==> config.mk <==
export PLATFORM = sky130hd
export DESIGN_NAME = cnt_cmd_seq
export DESIGN_NICKNAME = d
export VERILOG_FILES = /design/src/rtl/cnt_cmd_seq.sv
export SDC_FILE = /design/constraint.sdc
export NUM_CORES = 1
export LEC_CHECK = 0
export ABC_AREA = 1
export BUFFER_PORTS_ARGS = -buffer_cell sky130_fd_sc_hd__buf_4
export CELL_PAD_IN_SITES_DETAIL_PLACEMENT = 1
export CELL_PAD_IN_SITES_GLOBAL_PLACEMENT = 1
export CORE_ASPECT_RATIO = 0.6
export CORE_MARGIN = 2
export CORE_UTILIZATION = 30
export CTS_CLUSTER_DIAMETER = 150
export DETAILED_ROUTE_END_ITERATION = 12
export HOLD_SLACK_MARGIN = 0.06
export PLACE_DENSITY = 0.67
export SKIP_CTS_REPAIR_TIMING = 1
export SYNTH_ARGS = -nofsm -noshare
export SYNTH_HDL_FRONTEND = slang
export SYNTH_SLANG_ARGS = --single-unit
export TNS_END_PERCENT = 1
==> constraint.sdc <==
create_clock -name clk_i -period 2.1 [get_ports clk_i]
set_clock_uncertainty 0.2 [all_clocks]
set_input_delay 0.105 -clock clk_i [delete_from_list [all_inputs] [get_ports clk_i]]
set_output_delay 0.105 -clock clk_i [all_outputs]
set_load 0.1 [all_outputs]
==> src/rtl/cnt_cmd_seq.sv <==
// Command sequencer for a loadable 8-bit counter: queues LOAD/RUN/RUN_UNTIL/CLEAR
// commands in a small FIFO and drives the counter's ENA/LOAD/DATA controls one command at a time.
module cnt_cmd_seq #(
    parameter int DEPTH = 4,
    parameter int TMO   = 256
) (
    input  logic       clk_i,
    input  logic       rst_ni,
    input  logic       cmd_valid_i,
    output logic       cmd_ready_o,
    input  logic [1:0] cmd_op_i,
    input  logic [7:0] cmd_arg_i,
    input  logic [7:0] cnt_i,
    output logic       ena_o,
    output logic [2:0] load_o,
    output logic [7:0] data_o,
    output logic       busy_o,
    output logic       done_o,
    output logic       err_o
);

    localparam int AW = $clog2(DEPTH);
    localparam int TW = $clog2(TMO);
    localparam logic [TW-1:0] TIMER_LAST = TW'(TMO - 1);

    typedef enum logic [1:0] {
        OP_LOAD  = 2'b00,
        OP_RUN   = 2'b01,
        OP_UNTIL = 2'b10,
        OP_CLEAR = 2'b11
    } op_e;

    typedef enum logic [2:0] {
        LD_NONE  = 3'b000,
        LD_DATA  = 3'b001,
        LD_CLEAR = 3'b010
    } load_e;

    typedef enum logic [2:0] {
        S_IDLE,
        S_EXEC,
        S_RUN,
        S_UNTIL,
        S_FIN
    } state_e;

    typedef struct packed {
        op_e        op;
        logic [7:0] arg;
    } cmd_t;

    // ------------------------------------------------------------------
    // Command FIFO
    // ------------------------------------------------------------------
    cmd_t            mem_q [DEPTH];
    logic [AW-1:0]   wr_ptr_q, rd_ptr_q;
    logic [AW:0]     count_q, count_d;
    logic            push, pop;
    cmd_t            head;
    state_e          state_q;

    assign cmd_ready_o = (count_q != (AW+1)'(DEPTH));
    assign push        = cmd_valid_i && cmd_ready_o;
    assign pop         = (state_q == S_IDLE) && (count_q != '0);
    assign head        = mem_q[rd_ptr_q];

    always_comb begin
        count_d = count_q;
        unique case ({push, pop})
            2'b10:   count_d = count_q + 1'b1;
            2'b01:   count_d = count_q - 1'b1;
            default: count_d = count_q;
        endcase
    end

    // NOTE: the storage array carries no reset; emptiness is defined by count_q alone,
    // so stale entries are never read and the array maps onto plain RAM/flops without reset.
    always_ff @(posedge clk_i) begin
        if (push) begin
            mem_q[wr_ptr_q] <= cmd_t'({cmd_op_i, cmd_arg_i});
        end
    end

    // NOTE: all state is updated with non-blocking assignments so every register
    // samples pre-edge values, independent of statement order.
    always_ff @(posedge clk_i or negedge rst_ni) begin
        if (!rst_ni) begin
            wr_ptr_q <= '0;
            rd_ptr_q <= '0;
            count_q  <= '0;
        end else begin
            if (push) wr_ptr_q <= wr_ptr_q + 1'b1;
            if (pop)  rd_ptr_q <= rd_ptr_q + 1'b1;
            count_q <= count_d;
        end
    end

    // ------------------------------------------------------------------
    // Execution FSM with registered control outputs
    // ------------------------------------------------------------------
    logic          ena_q;
    load_e         load_q;
    logic [7:0]    data_q;
    logic          done_q;
    logic          err_q;
    logic [7:0]    arg_q;
    logic [7:0]    remain_q;
    logic [TW-1:0] timer_q;

    always_ff @(posedge clk_i or negedge rst_ni) begin
        if (!rst_ni) begin
            state_q  <= S_IDLE;
            ena_q    <= 1'b0;
            load_q   <= LD_NONE;
            data_q   <= '0;
            done_q   <= 1'b0;
            err_q    <= 1'b0;
            arg_q    <= '0;
            remain_q <= '0;
            timer_q  <= '0;
        end else begin
            done_q <= 1'b0;
            unique case (state_q)
                S_IDLE: begin
                    if (pop) begin
                        arg_q <= head.arg;
                        unique case (head.op)
                            OP_LOAD: begin
                                load_q  <= LD_DATA;
                                data_q  <= head.arg;
                                state_q <= S_EXEC;
                            end
                            OP_CLEAR: begin
                                load_q  <= LD_CLEAR;
                                state_q <= S_EXEC;
                            end
                            OP_RUN: begin
                                if (head.arg == 8'd0) begin
                                    done_q  <= 1'b1;
                                    state_q <= S_FIN;
                                end else begin
                                    ena_q    <= 1'b1;
                                    remain_q <= head.arg;
                                    state_q  <= S_RUN;
                                end
                            end
                            OP_UNTIL: begin
                                if (cnt_i == head.arg) begin
                                    done_q  <= 1'b1;
                                    state_q <= S_FIN;
                                end else begin
                                    ena_q   <= 1'b1;
                                    timer_q <= '0;
                                    state_q <= S_UNTIL;
                                end
                            end
                        endcase
                    end
                end
                S_EXEC: begin
                    load_q  <= LD_NONE;
                    data_q  <= '0;
                    done_q  <= 1'b1;
                    state_q <= S_FIN;
                end
                S_RUN: begin
                    if (remain_q == 8'd1) begin
                        ena_q   <= 1'b0;
                        done_q  <= 1'b1;
                        state_q <= S_FIN;
                    end else begin
                        remain_q <= remain_q - 8'd1;
                    end
                end
                S_UNTIL: begin
                    // Stop one count early: the counter still increments on this edge.
                    if (cnt_i == arg_q - 8'd1) begin
                        ena_q   <= 1'b0;
                        done_q  <= 1'b1;
                        state_q <= S_FIN;
                    end else if (timer_q == TIMER_LAST) begin
                        ena_q   <= 1'b0;
                        err_q   <= 1'b1;
                        done_q  <= 1'b1;
                        state_q <= S_FIN;
                    end else begin
                        timer_q <= timer_q + 1'b1;
                    end
                end
                S_FIN: begin
                    state_q <= S_IDLE;
                end
                default: begin
                    state_q <= S_IDLE;
                end
            endcase
        end
    end

    assign ena_o  = ena_q;
    assign load_o = load_q;
    assign data_o = data_q;
    assign done_o = done_q;
    assign err_o  = err_q;
    assign busy_o = (state_q != S_IDLE) || (count_q != '0);

endmodule
Yosys cells after proc, flatten, opt, wreduce, memory -nomap -nowiden
Memories as Yosys holds them, arrays and structs flattened.
Index checks and enable logic that the tools add are counted.
{"block": "classes", "addsub": 7, "n_eq_ne": 28, "n_mux": 44, "n_bitwise": 1, "reduce_logical": 22}
{"op": "$mux 8", "count": 11}
{"op": "$pmux 8 s2", "count": 3}
{"op": "$mux 3", "count": 7}
{"op": "$pmux 3 s2", "count": 3}
{"op": "$eq 8x8->1", "count": 2}
{"op": "$sub 8x1->8 const B", "count": 2}
{"op": "$mux 1", "count": 14}
{"op": "$ne 2x2->1 const B", "count": 7}
{"op": "$ne 3x3->1 const B", "count": 4}
{"op": "$pmux 3 s4", "count": 1}
{"op": "$reduce_and 3->1", "count": 4}
{"op": "$pmux 3 s3", "count": 1}
{"op": "$reduce_bool 3->1", "count": 3}
{"op": "$add 8x1->8 const B", "count": 1}
{"op": "$eq 8x1->1 const B", "count": 1}
{"op": "$eq 8x8->1 const B", "count": 1}
{"op": "$logic_not 8->1", "count": 1}
{"op": "$reduce_bool 2->1", "count": 4}
{"op": "$reduce_and 7->1", "count": 1}
{"op": "$eq 2x2->1 const B", "count": 3}
{"op": "$eq 3x2->1 const B", "count": 2}
{"op": "$ne 2x1->1 const B", "count": 3}
{"op": "$ne 3x1->1 const B", "count": 2}
{"op": "$reduce_and 6->1", "count": 1}
{"op": "other kinds (16)", "count": 20}
{"block": "word_totals", "regBits": 48, "ramBits": 40, "inputBits": 21, "out_inout_bits": 16, "word_cells": 115, "n_memories": 1}
{"name": "mem_q", "depth": 4, "width": 10, "rd": 1, "rd_clocked_by_memory_dff": 0, "write_ports": 1, "line_no": "55", "rtl": "cmd_t mem_q [DEPTH];"}

Depth between registers and ports, before layout
Gate-level depths: netlist (run 1).
An unclocked memory read counts as a cell.
{"block": "logic_depth", "word_depth": 6, "ltp_mapped": 16, "depth_no_buf": 14}

Least setup slack after synthesis (run 1)
No wires, ideal clock.
{"block": "synth_timing", "path_type": "reg-to-reg", "startpoint": "register count_q[0]", "endpoint": "register count_q[2]", "arrival_time_ns": 2.752, "required_ns": 1.776, "setup_slack_ns": -0.976, "path_stages_with_launch": 10, "n_path_buf": 0, "cell_sequence": "dfrtp_1 inv_1 nand3_1 nand2_1 ha_1 inv_1 fa_1 a21oi_1 o21ai_0 xnor2_1"}
{"block": "synth_via", "elab_chain_cells": 4, "elab_cells_between_ends": 10}
{"element": "start, declared", "line_no": "57", "rtl": "logic [AW:0] count_q, count_d;"}
{"element": "start signal, assigned", "line_no": "94", "rtl": "count_q <= count_d;"}
{"element": "$ne 3x3->1 (*)", "line_no": "62", "rtl": "assign cmd_ready_o = (count_q != (AW+1)'(DEPTH));"}
{"element": "named net cmd_ready_o", "line_no": "10", "rtl": "output logic cmd_ready_o,"}
{"element": "$logic_and 1x1->1 (*)", "line_no": "63", "rtl": "assign push = cmd_valid_i && cmd_ready_o;"}
{"element": "$eq 2x1->1 / $eq 2x2->1 (equally long branches)", "line_no": "69", "rtl": "unique case ({push, pop})"}
{"element": "$pmux 3 s2 / $reduce_bool 2->1 (equally long branches)"}
The timed path passes the listed nets; every way through them passes the cells marked *.
A chain may end at the register's enable or synchronous reset.

Final worst setup path (run 1)
{"block": "layout_timing", "startpoint": "register rd_ptr_q[0]", "endpoint": "register ena_q, in the netlist ena_o"}
{"block": "layout_via", "elab_chain_cells": 5, "elab_cells_between_ends": 12}
{"element": "start, declared", "line_no": "56", "rtl": "logic [AW-1:0] wr_ptr_q, rd_ptr_q;"}
{"element": "start signal, assigned", "line_no": "93", "rtl": "if (pop) rd_ptr_q <= rd_ptr_q + 1'b1;"}
{"element": "$mem_v2 4x10 (*)"}
{"element": "$eq 2x2->1 / $eq 2x1->1 (equally long branches)", "line_no": "127", "rtl": "unique case (head.op)"}
{"element": "$pmux 1 s2", "line_no": "127"}
{"element": "$mux 1", "line_no": "125", "rtl": "if (pop) begin"}
{"element": "$pmux 1 s3", "line_no": "123", "rtl": "unique case (state_q)"}
{"element": "end signal, assigned", "line_no": "113", "rtl": "ena_q <= 1'b0;"}
{"element": "end signal, assigned", "line_no": "142", "rtl": "ena_q <= 1'b1;"}
{"element": "end signal, assigned", "line_no": "152", "rtl": "ena_q <= 1'b1;"}
{"element": "end, declared", "line_no": "101", "rtl": "logic ena_q;"}
Mark *: on every way between the ends. The rest lies on a longest branch, timed or not. The select of a mux whose other input is x is not followed.

==> results.sh, run 1 <==
export IMPL_p_leak_nw=2.81
export IMPL_io_pins=37
export IMPL_gp_congestion=0.841
export IMPL_tightestPinTransition_ps=642
export IMPL_cap_violations=0
export IMPL_drt_iter0_drc=159
export IMPL_yosysWarnings=0
export IMPL_hold_class="input pin to asynchronous set/reset pin"
export IMPL_setup_viol=21
export IMPL_routedWlPerCell_microns=16.4
export IMPL_vias=3919
export IMPL_grt_pass1_wl_microns=20500
export IMPL_synthCells=511
export IMPL_synth_seq_area_share=0.519
export IMPL_synth_seq_cells=87
export IMPL_power_density_nw_per_um2=1830
export IMPL_p_total_mw=11.5
export IMPL_drt_total_wl_microns=13400
export IMPL_final_area_sq_um=6270
export IMPL_cts_htree_levels=3
export IMPL_synth_top_cell_area_share=0.262
export IMPL_seq_area_sq_um=2380
export IMPL_cp_slowest_stage_delay_ps=480
export IMPL_grt_pass1_vias=3982
export IMPL_clkTransAtPathRegs_ps=70
export IMPL_ys_flop_type="dfrtp_1"
export IMPL_layout_nets=653
export IMPL_coreArea_sq_um=14700
export IMPL_finalWorstSetupSlack_ps=-149
export IMPL_outcome="finished with violations"
export IMPL_place_area_sq_um=5410
export IMPL_synth_cells_most_frequent="nand2_1 (143), inv_1 (49), dfrtp_1 (47)"
export IMPL_post_route_drc_count=0
export IMPL_worstSetupPathType="flop to flop"
export IMPL_die_w_microns=163
export IMPL_failed_checks="setup timing"
export IMPL_hpwl_microns=9740
export IMPL_yosysTopAreaCell="edfxtp_1"
export IMPL_ant_nets=0
export IMPL_cp_common_cell="nand2_1"
export IMPL_finalCriticalPeriod_ps=2250
export IMPL_synth_most_common_cell="nand2_1"
export IMPL_final_fill_count=1710
export IMPL_synth_area_per_cell_sq_um=8.96
export IMPL_finalHoldViolCount=0
export IMPL_clkLatencyLatePin_ps=360
export IMPL_fmax_mhz=445
export IMPL_rsz0062_at_grt="yes"
export IMPL_firstDrtPassIters=4
export IMPL_final_max_slew_viol_count=0
export IMPL_synth_nets=546
export IMPL_grt_max_degree=48
export IMPL_die_h_microns=99.7
export IMPL_cts_tree="built"
export IMPL_num_rows=34
export IMPL_multi_input_area_sq_um=2270
export IMPL_clockRootBuffer="clkbuf_16"
export IMPL_vias_per_cell=4.77
export IMPL_finalCritPeriodShare=1.07
export IMPL_synth_area_leaders="edfxtp_1 (26%), dfrtp_1 (26%), nand2_1 (12%), nand3_1 (4.2%), inv_1 (4.0%)"
export IMPL_synth_area_sq_um=4580
export IMPL_synth_edf_count=40
export IMPL_endpoint_kind="flop"
export IMPL_die_area_sq_um=16300
export IMPL_crit_fanout=6
export IMPL_clk_path_buf_depth=2
export IMPL_synthArstFlopShare=0.540
export IMPL_slew_limit_headroom=0.572
export IMPL_antennaDiodeCount=0
export IMPL_port_buffers=35
export IMPL_worstPathRequired_ps=2140
export IMPL_track_usage=0.166
export IMPL_path_cells="inv_4, nand2_2, a32oi_2, inv_1, ha_2, inv_2, nand2_2, buf_4, nand2_1, inv_1, a21oi_2, nand2_1, o21ai_1, nand2_1"
export IMPL_ir_drop_mv=1.14
export IMPL_worstPathArrival_ps=2290
export IMPL_drive_above_1_share=0.356
export IMPL_initial_core_util=0.311
export IMPL_overflow=0
export IMPL_cts_made_buffers=9
export IMPL_synthToLayoutAreaGrowth_pct=37.1
export IMPL_worst_setup_path_start_kind="flop"
export IMPL_worst_r2r_cell_count=14
export IMPL_clkSinkCount=87
export IMPL_antenna_found_initial=0
export IMPL_cp_slowest_cell="dfrtp_2"
export IMPL_synth_cell_type_count=38
cell families after synthesis:
group | count (synthesis) | synth area share
flip-flops | 87 | 0.519
XOR/XNOR | 19 | 0.0363
buffers and inverters | 66 | 0.0672
other | 1 | 0.000819
AND/OR/NAND/NOR | 255 | 0.245
adder cells (fa/ha/maj) | 14 | 0.0399
AO/OA/AOI/OAI | 69 | 0.0918
registers in the layout, summed over array words and instances (netlist names), 3 cells and up:
name and cells:
mem_q 40, arg_q 8, data_o 8, remain_q 8, timer_q 8, count_q 3, state_q 3
report_power, final:
group	internal (mW)	switching [mW]
Clock	0.842	0.769
Combinational	2.69	4.44
Sequential	2.36	0.409
Total	5.89	5.61
stage by stage:
step | TNS, ps | hold slack [ps] | instances | setup WS (ps) | utilization
2_1_floorplan | -827 | -391 | 511 | -104 | -
3_3_place_gp | -2230 | -29.9 | 783 | -128 | 0.367
3_5_place_dp | -7110 | -20.4 | 783 | -313 | 0.367
4_1_cts | -8240 | -398 | 799 | -337 | 0.388
5_1_grt | -4340 | 174 | 821 | -255 | 0.426
6_report | -1160 | 114 | 821 | -149 | 0.426
placed cells by master, fill, tap and decap left out, types with 6 or more instances in the layout:
master / netlist / layout
a21oi_1: 14 / 11
dlygate4sd3_1: 0 / 12
nor2_1: 41 / 30
inv_1: 49 / 42
nand2_2: 10 / 24
o21ai_2: 9 / 9
inv_2: 5 / 9
nand3_1: 38 / 23
nand2_1: 143 / 122
nor2_4: 2 / 6
dfrtp_1: 47 / 46
nand2_4: 0 / 7
o21ai_0: 27 / 14
nor2_2: 4 / 11
buf_4: 3 / 90
nand3_2: 3 / 14
clkbuf_16: 0 / 9
nand3_4: 1 / 6
xnor2_1: 7 / 7
edfxtp_1: 40 / 40
o21ai_1: 7 / 19
ha_1: 13 / 8
xor2_1: 12 / 12
final timing paths:
| path | startpoint | endpoint | slack, ps |
|---|---|---|---|
| setup / recovery | rd_ptr_q[0]$_DFFE_PN0P_ | ena_o$_DFFE_PN0P_ | -150 |
| hold / removal | rst_ni | remain_q[5]$_DFFE_PN0P_ | 110 |
| setup reg to reg | rd_ptr_q[0]$_DFFE_PN0P_ | ena_o$_DFFE_PN0P_ | -150 |
| hold reg to reg | err_o$_DFFE_PN0P_ | err_o$_DFFE_PN0P_ | 280 |
| max in group asynchronous | rst_ni | rd_ptr_q[0]$_DFFE_PN0P_ | 1110 |
| min in group clk_i | cnt_i[5] | state_q[0]$_DFFE_PN0P_ | 230 |
worst max-delay path: cells and delay by family, from the launching register on:
| kind | cells | cell delay [ps] |
|---|---|---|
| compound gates | 3 | 450 |
| fa+ha+maj | 1 | 190 |
| buf+inv | 5 | 490 |
| simple gates | 5 | 320 |
| flops | 1 | 480 |
area by class of cell:
type                       instances  area share
clock buffer                       9      0.0359
clock inverter                     7      0.0118
inverter                          54      0.0339
multi-input combinational        359       0.362
sequential                        87       0.379
tap                              198      0.0395
timing repair buffer             106       0.137
timing repair inverter             1    0.000997
per-layer routing:
layer	global-route usage	vias to the layer above	routed length [microns]
li1	-	1889	-
met3	0.0317	11	573
met1	0.235	1958	6560
met5	0	-	0
met2	0.258	61	6160
met4	0.0506	0	140
(Power assumes the default switching activity.)
==> inputs of run 2 (changes only) <==
Settings changed: ABC_AREA 1 to unset, CTS_CLUSTER_SIZE set to 30, PLACE_DENSITY 0.67 to 0.65.
==> run 2 against run 1 <==
- the flow still finishes with violations (setup timing)
- non-clock buffer count rose by 33
- sequential cell count unchanged
- total power down 11%
- maximum frequency is 17% lower
- first-iteration DRC count shrank 3.8%
- critical path depth shrank 4
- via count fell by 11%
- register-to-register slack worse by 460 ps
- sequential share of layout area about the same
- wire length grew 0.15%
- critical path type unchanged
- critical endpoint is now timer_q[5]$_DFFE_PN0P_
- largest cell class unchanged
==> results.sh, run 2 <==
export IMPL_failed_checks="setup timing"
export IMPL_drt_total_wl_microns=13500
export IMPL_hold_class="input pin to flop"
export IMPL_firstDrtPassIters=4
export IMPL_synth_cells_most_frequent="dfrtp_1 (47), edfxtp_1 (40), nand2_1 (32)"
export IMPL_finalCritPeriodShare=1.29
export IMPL_setup_viol=33
export IMPL_ant_nets=0
export IMPL_routedWlPerCell_microns=18.8
export IMPL_synth_seq_cells=87
export IMPL_tightestPinTransition_ps=676
export IMPL_coreArea_sq_um=14300
export IMPL_die_area_sq_um=15600
export IMPL_hpwl_microns=9560
export IMPL_yosysTopAreaCell="edfxtp_1"
export IMPL_slew_limit_headroom=0.549
export IMPL_outcome="finished with violations"
export IMPL_synth_area_leaders="edfxtp_1 (28%), dfrtp_1 (27%), mux4_2 (4.1%), ha_1 (3.7%), o21ai_0 (3.3%)"
export IMPL_power_density_nw_per_um2=1640
export IMPL_worstHoldEndpoint="wr_ptr_q[1]$_DFFE_PN0P_"
export IMPL_worst_setup_path_start_kind="flop"
export IMPL_met3_usage=0.0371
export IMPL_grtUsageMet2=0.253
export IMPL_layout_nets=547
export IMPL_gp_congestion=0.838
export IMPL_reg2reg_slack_ps=-610
export IMPL_worstPathRequired_ps=2130
export IMPL_num_rows=34
export IMPL_worstSetupPathType="flop to flop"
export IMPL_clkSinkCount=87
export IMPL_hold_ws_ps=67.0
export IMPL_ir_drop_mv=0.884
export IMPL_rsz0062_at_grt="yes"
export IMPL_r2r_start="rd_ptr_q[0]$_DFFE_PN0P_"
export IMPL_final_max_slew_viol_count=0
export IMPL_finalHoldViolCount=0
export IMPL_initial_core_util=0.304
export IMPL_synth_area_per_cell_sq_um=11.8
export IMPL_cts_tree="built"
export IMPL_clkLatencyLatePin_ps=350
export IMPL_overflow=0
export IMPL_min_from="cmd_valid_i"
export IMPL_track_usage=0.168
export IMPL_worst_r2r_cell_count=10
export IMPL_yosysWarnings=0
export IMPL_grt_busiest_layer="met2"
export IMPL_synth_edf_count=40
export IMPL_clockRootBuffer="clkbuf_16"
export IMPL_endpoint_kind="flop"
export IMPL_ys_flop_type="dfrtp_1"
export IMPL_final_common_cell="buf_4"
export IMPL_synth_area_sq_um=4360
export IMPL_die_w_microns=160
export IMPL_worstPathArrival_ps=2740
export IMPL_fmax_mhz=369
export IMPL_largest_register="mem_q"
export IMPL_final_cell_mix="buf_4 (117), dfrtp_1 (46), edfxtp_1 (40)"
export IMPL_synthArstFlopShare=0.540
export IMPL_drt_iter0_drc=153
export IMPL_grt_max_degree=48
export IMPL_drive_above_1_share=0.410
export IMPL_die_h_microns=97.4
export IMPL_p_leak_nw=2.57
export IMPL_cts_made_buffers=9
export IMPL_reg2reg_to="timer_q[5]$_DFFE_PN0P_"
export IMPL_io_pins=37
export IMPL_vias=3486
export IMPL_min_path_cells=4
export IMPL_largest_register_ffs=40
export IMPL_port_buffers=35
export IMPL_synth_top_cell_area_share=0.275
export IMPL_post_route_drc_count=0
export IMPL_synth_most_common_cell="dfrtp_1"
export IMPL_cts_htree_levels=3
export IMPL_clk_path_buf_depth=2
export IMPL_synthCells=371
export IMPL_grt_pass1_wl_microns=20000
export IMPL_finalCriticalPeriod_ps=2710
export IMPL_vias_per_cell=4.88
export IMPL_crit_fanout=6
export IMPL_synth_seq_area_share=0.545
export IMPL_finalWorstSetupSlack_ps=-608
export IMPL_antennaDiodeCount=0
export IMPL_synth_cell_type_count=62
export IMPL_antenna_found_initial=0
export IMPL_clkTransAtPathRegs_ps=70
export IMPL_synthToLayoutAreaGrowth_pct=43.9
export IMPL_cap_violations=0
export IMPL_tns_ps=-14910
export IMPL_grt_pass1_vias=3587
export IMPL_met1_usage=0.249
export IMPL_final_fill_count=1550
export IMPL_synth_nets=406
## run 2: cell count changes after synthesis, sizes merged, moves of 7 or more
cell	delta
mux2i	+8
mux4	+10
or3	+7
nor3	+7
o21ai	-12
nand2	-121
inv	-35
nor2	-23
nand3	-23
## run 2: logic make-up (layout without fill, tap and decap cells)
family / after synthesis / in the layout / share of synthesized area
and+or+nand+nor: 126 / 126 / 0.150
DFF: 87 / 87 / 0.545
AOI/OAI and AO/OA: 69 / 70 / 0.104
buffers and inverters: 29 / 174 / 0.0298
muxes: 23 / 23 / 0.0846
xor gates and xnor gates: 22 / 22 / 0.0442
adders and majority gates: 14 / 14 / 0.0419
other: 1 / 1 / 0.000860
## run 2: layout make-up
type | count | area, sq um | area share
tap | 198 | 248 | 0.0395
multi-input combinational | 256 | 2140 | 0.341
timing repair buffer | 139 | 1140 | 0.181
inverter | 19 | 71.3 | 0.0114
clock inverter | 4 | 33.8 | 0.00538
clock buffer | 12 | 268 | 0.0426
sequential | 87 | 2380 | 0.379
## run 2: worst max-delay path by stage
| stage | startpoint | to | slack (ps) | depth (start not counted) |
|---|---|---|---|---|
| 2_1_floorplan | arg_q[0]$_DFFE_PN0P_ | timer_q[7]$_DFFE_PN0P_ | -340 | 9 |
| 6_report | rd_ptr_q[0]$_DFFE_PN0P_ | timer_q[5]$_DFFE_PN0P_ | -610 | 10 |
| 4_1_cts | rd_ptr_q[0]$_DFFE_PN0P_ | timer_q[5]$_DFFE_PN0P_ | -800 | 7 |
| 3_3_place_gp | rd_ptr_q[0]$_DFFE_PN0P_ | timer_q[5]$_DFFE_PN0P_ | -700 | 8 |
| 5_1_grt | rd_ptr_q[0]$_DFFE_PN0P_ | ena_o$_DFFE_PN0P_ | -690 | 8 |
| 3_5_place_dp | rd_ptr_q[0]$_DFFE_PN0P_ | timer_q[5]$_DFFE_PN0P_ | -760 | 7 |
## run 2: power breakdown
part	total (mW)	switching (mW)	internal, mW
clock network	1.64	0.717	0.919
logic	5.85	3.22	2.63
registers	2.79	0.447	2.34
total	10.3	4.38	5.89
## run 2: critical path, stage by stage, from the launching register on
cell	delay (ps)
dfrtp_2	480
buf_4	150
mux4_2	600
ha_4	220
inv_2	60
nor3_1	50
buf_4	140
a41o_4	260
o21ai_4	210
o21ai_1	70
nor3b_2	150
## run 2: routing by layer
metal	routed length, microns	share of wire
met1	6510	0.48
met2	6260	0.47
met3	597	0.044
met4	87	0.0065
met5	0	0
## run 2: per-stage QoR
stage                     area, sq um  instances  worst slack (ps)  utilization  total power, mW
after detailed placement         5500        674              -763        0.384             7.85
final                            6280        715              -608        0.438             10.3
after global routing             6280        715              -686        0.438             10.9
after global placement           5500        674              -700        0.384             7.63
after CTS                        5800        690              -803        0.405             9.53
after floorplan                  4420        371              -339            -             5.70
==> inputs of run 3 (changes only) <==
Settings changed: PLACE_DENSITY 0.65 to 0.63.
Clock period 2.1 ns to 3.3 ns, I/O delays scaled along.
==> run 3 against run 2 <==
- the flow now finishes without violations
- count of clock-buffer cells in the layout is 3 lower
- non-clock buffer count down 86
- sequential power down 35%
- setup slack better by 860 ps
- critical path type unchanged
- cell count is 12% lower
- global-route usage decreased by 1.3 points
- via count is 11% lower
- design area shrank 16%
- utilization fell by 7.0 points
- critical path depth fell by 3
==> results.sh, run 3 (same netlist as run 2, synthesis figures left out) <==
export IMPL_outcome="finished, final reports clean"
export IMPL_port_buffers=35
export IMPL_grt_pass1_wl_microns=18500
export IMPL_overflow=0
export IMPL_largest_register="mem_q"
export IMPL_track_usage=0.155
export IMPL_layout_nets=460
export IMPL_final_cell_mix="dfrtp_1 (47), buf_4 (42), edfxtp_1 (40)"
export IMPL_cp_slowest_cell="mux4_2"
export IMPL_firstDrtPassIters=4
export IMPL_clk_path_buf_depth=2
export IMPL_antennaDiodeCount=0
export IMPL_hold_class="input pin to flop"
export IMPL_drive_above_1_share=0.193
export IMPL_die_h_microns=97.4
export IMPL_vias=3113
export IMPL_p_leak_nw=2.08
export IMPL_setup_viol=0
export IMPL_coreArea_sq_um=14300
export IMPL_min_path_cells=3
export IMPL_path_cells="buf_4, mux4_2, nor4_1, nand2_1, a41o_1, a21boi_1, a21oi_1"
export IMPL_clkTransAtPathRegs_ps=70
export IMPL_antenna_found_initial=0
export IMPL_tightestPinTransition_ps=644
export IMPL_initial_core_util=0.304
export IMPL_slew_limit_headroom=0.567
export IMPL_worstPathRequired_ps=3350
export IMPL_final_common_cell="dfrtp_1"
export IMPL_ir_drop_mv=0.538
export IMPL_post_route_drc_count=0
export IMPL_drt_iter0_drc=170
export IMPL_routedWlPerCell_microns=18.0
export IMPL_worstSetupPathType="flop to flop"
export IMPL_place_area_sq_um=4870
export IMPL_grt_max_degree=48
export IMPL_finalWorstSetupSlack_ps=249
export IMPL_cts_made_buffers=9
export IMPL_largest_register_ffs=40
export IMPL_worst_r2r_cell_count=7
export IMPL_cts_htree_levels=3
export IMPL_crit_fanout=13
export IMPL_finalHoldViolCount=0
export IMPL_hpwl_microns=8500
export IMPL_worst_setup_path_start_kind="flop"
export IMPL_clkLatencyLatePin_ps=350
export IMPL_final_area_sq_um=5270
export IMPL_endpoint_kind="flop"
export IMPL_synthToLayoutAreaGrowth_pct=20.8
export IMPL_drt_total_wl_microns=11300
export IMPL_ant_nets=0
export IMPL_rsz0062_at_grt="no"
export IMPL_finalCritPeriodShare=0.924
export IMPL_num_rows=34
export IMPL_worstPathArrival_ps=3100
export IMPL_clkSinkCount=87
export IMPL_cp_slowest_stage_delay_ps=590
export IMPL_io_pins=37
export IMPL_die_area_sq_um=15600
export IMPL_cts_tree="built"
export IMPL_fmax_mhz=328
export IMPL_cap_violations=0
export IMPL_finalCriticalPeriod_ps=3050
export IMPL_tns_ps=0
export IMPL_die_w_microns=160
export IMPL_power_density_nw_per_um2=999
export IMPL_gp_congestion=0.859
export IMPL_post_place_ws_ps=276
export IMPL_clockRootBuffer="clkbuf_16"
export IMPL_vias_per_cell=4.96
export IMPL_grt_pass1_vias=3181
export IMPL_final_max_slew_viol_count=0
run 3: area by class of cell:
cell class | instances | area, sq um
Timing Repair Buffer | 53 | 425
Sequential cell | 87 | 2380
Clock inverter | 7 | 67.6
Inverter | 19 | 71.3
Tap cell | 198 | 248
Multi-Input combinational cell | 255 | 1860
Clock buffer | 9 | 225
Fill cell | 1574 | 9070
run 3: per-stage QoR:
stage / power [mW] / hold slack (ps) / util / cells
finish: 5.27 / 67.1 / 0.368 / 628
detailed placement: 4.28 / 45.3 / 0.340 / 601
global route: 5.65 / 90.0 / 0.368 / 628
CTS: 5.30 / -325 / 0.360 / 617
floorplan: 3.56 / -331 / - / 371
global placement: 4.21 / 41.2 / 0.340 / 601
run 3: power by group:
group	total (mW)	switching, mW	internal, mW
clock network	0.999	0.471	0.529
logic	2.45	1.57	0.876
registers	1.82	0.328	1.49
run 3: path summary, 6_finish.rpt:
| path | startpoint | end | slack, ps |
|---|---|---|---|
| worst min register to register | err_o$_DFFE_PN0P_ | err_o$_DFFE_PN0P_ | 260 |
| min in group asynchronous | rst_ni | load_o[1]$_DFFE_PN0P_ | 180 |
| worst min-delay path | cmd_valid_i | wr_ptr_q[0]$_DFFE_PN0P_ | 70 |
| worst max register to register | rd_ptr_q[0]$_DFFE_PN0P_ | remain_q[7]$_DFFE_PN0P_ | 250 |
| max in group asynchronous | rst_ni | arg_q[1]$_DFFE_PN0P_ | 2270 |
| worst max-delay path | rd_ptr_q[0]$_DFFE_PN0P_ | remain_q[7]$_DFFE_PN0P_ | 250 |
run 3: routing by layer:
metal	part of all wire	GRT usage	routed length, microns
met1	0.53	0.241	6020
met5	0	0	0
met2	0.42	0.216	4780
met3	0.039	0.0410	444
met4	0.0065	0.0273	73
run 3: critical path: cells and delay by family, from the launching register on:
kind | cells | cell delay, ps
AO/OA/AOI/OAI | 3 | 920
buffers and inverters | 1 | 220
AND/OR/NAND/NOR | 2 | 530
flip-flops | 1 | 510
multiplexers | 1 | 590
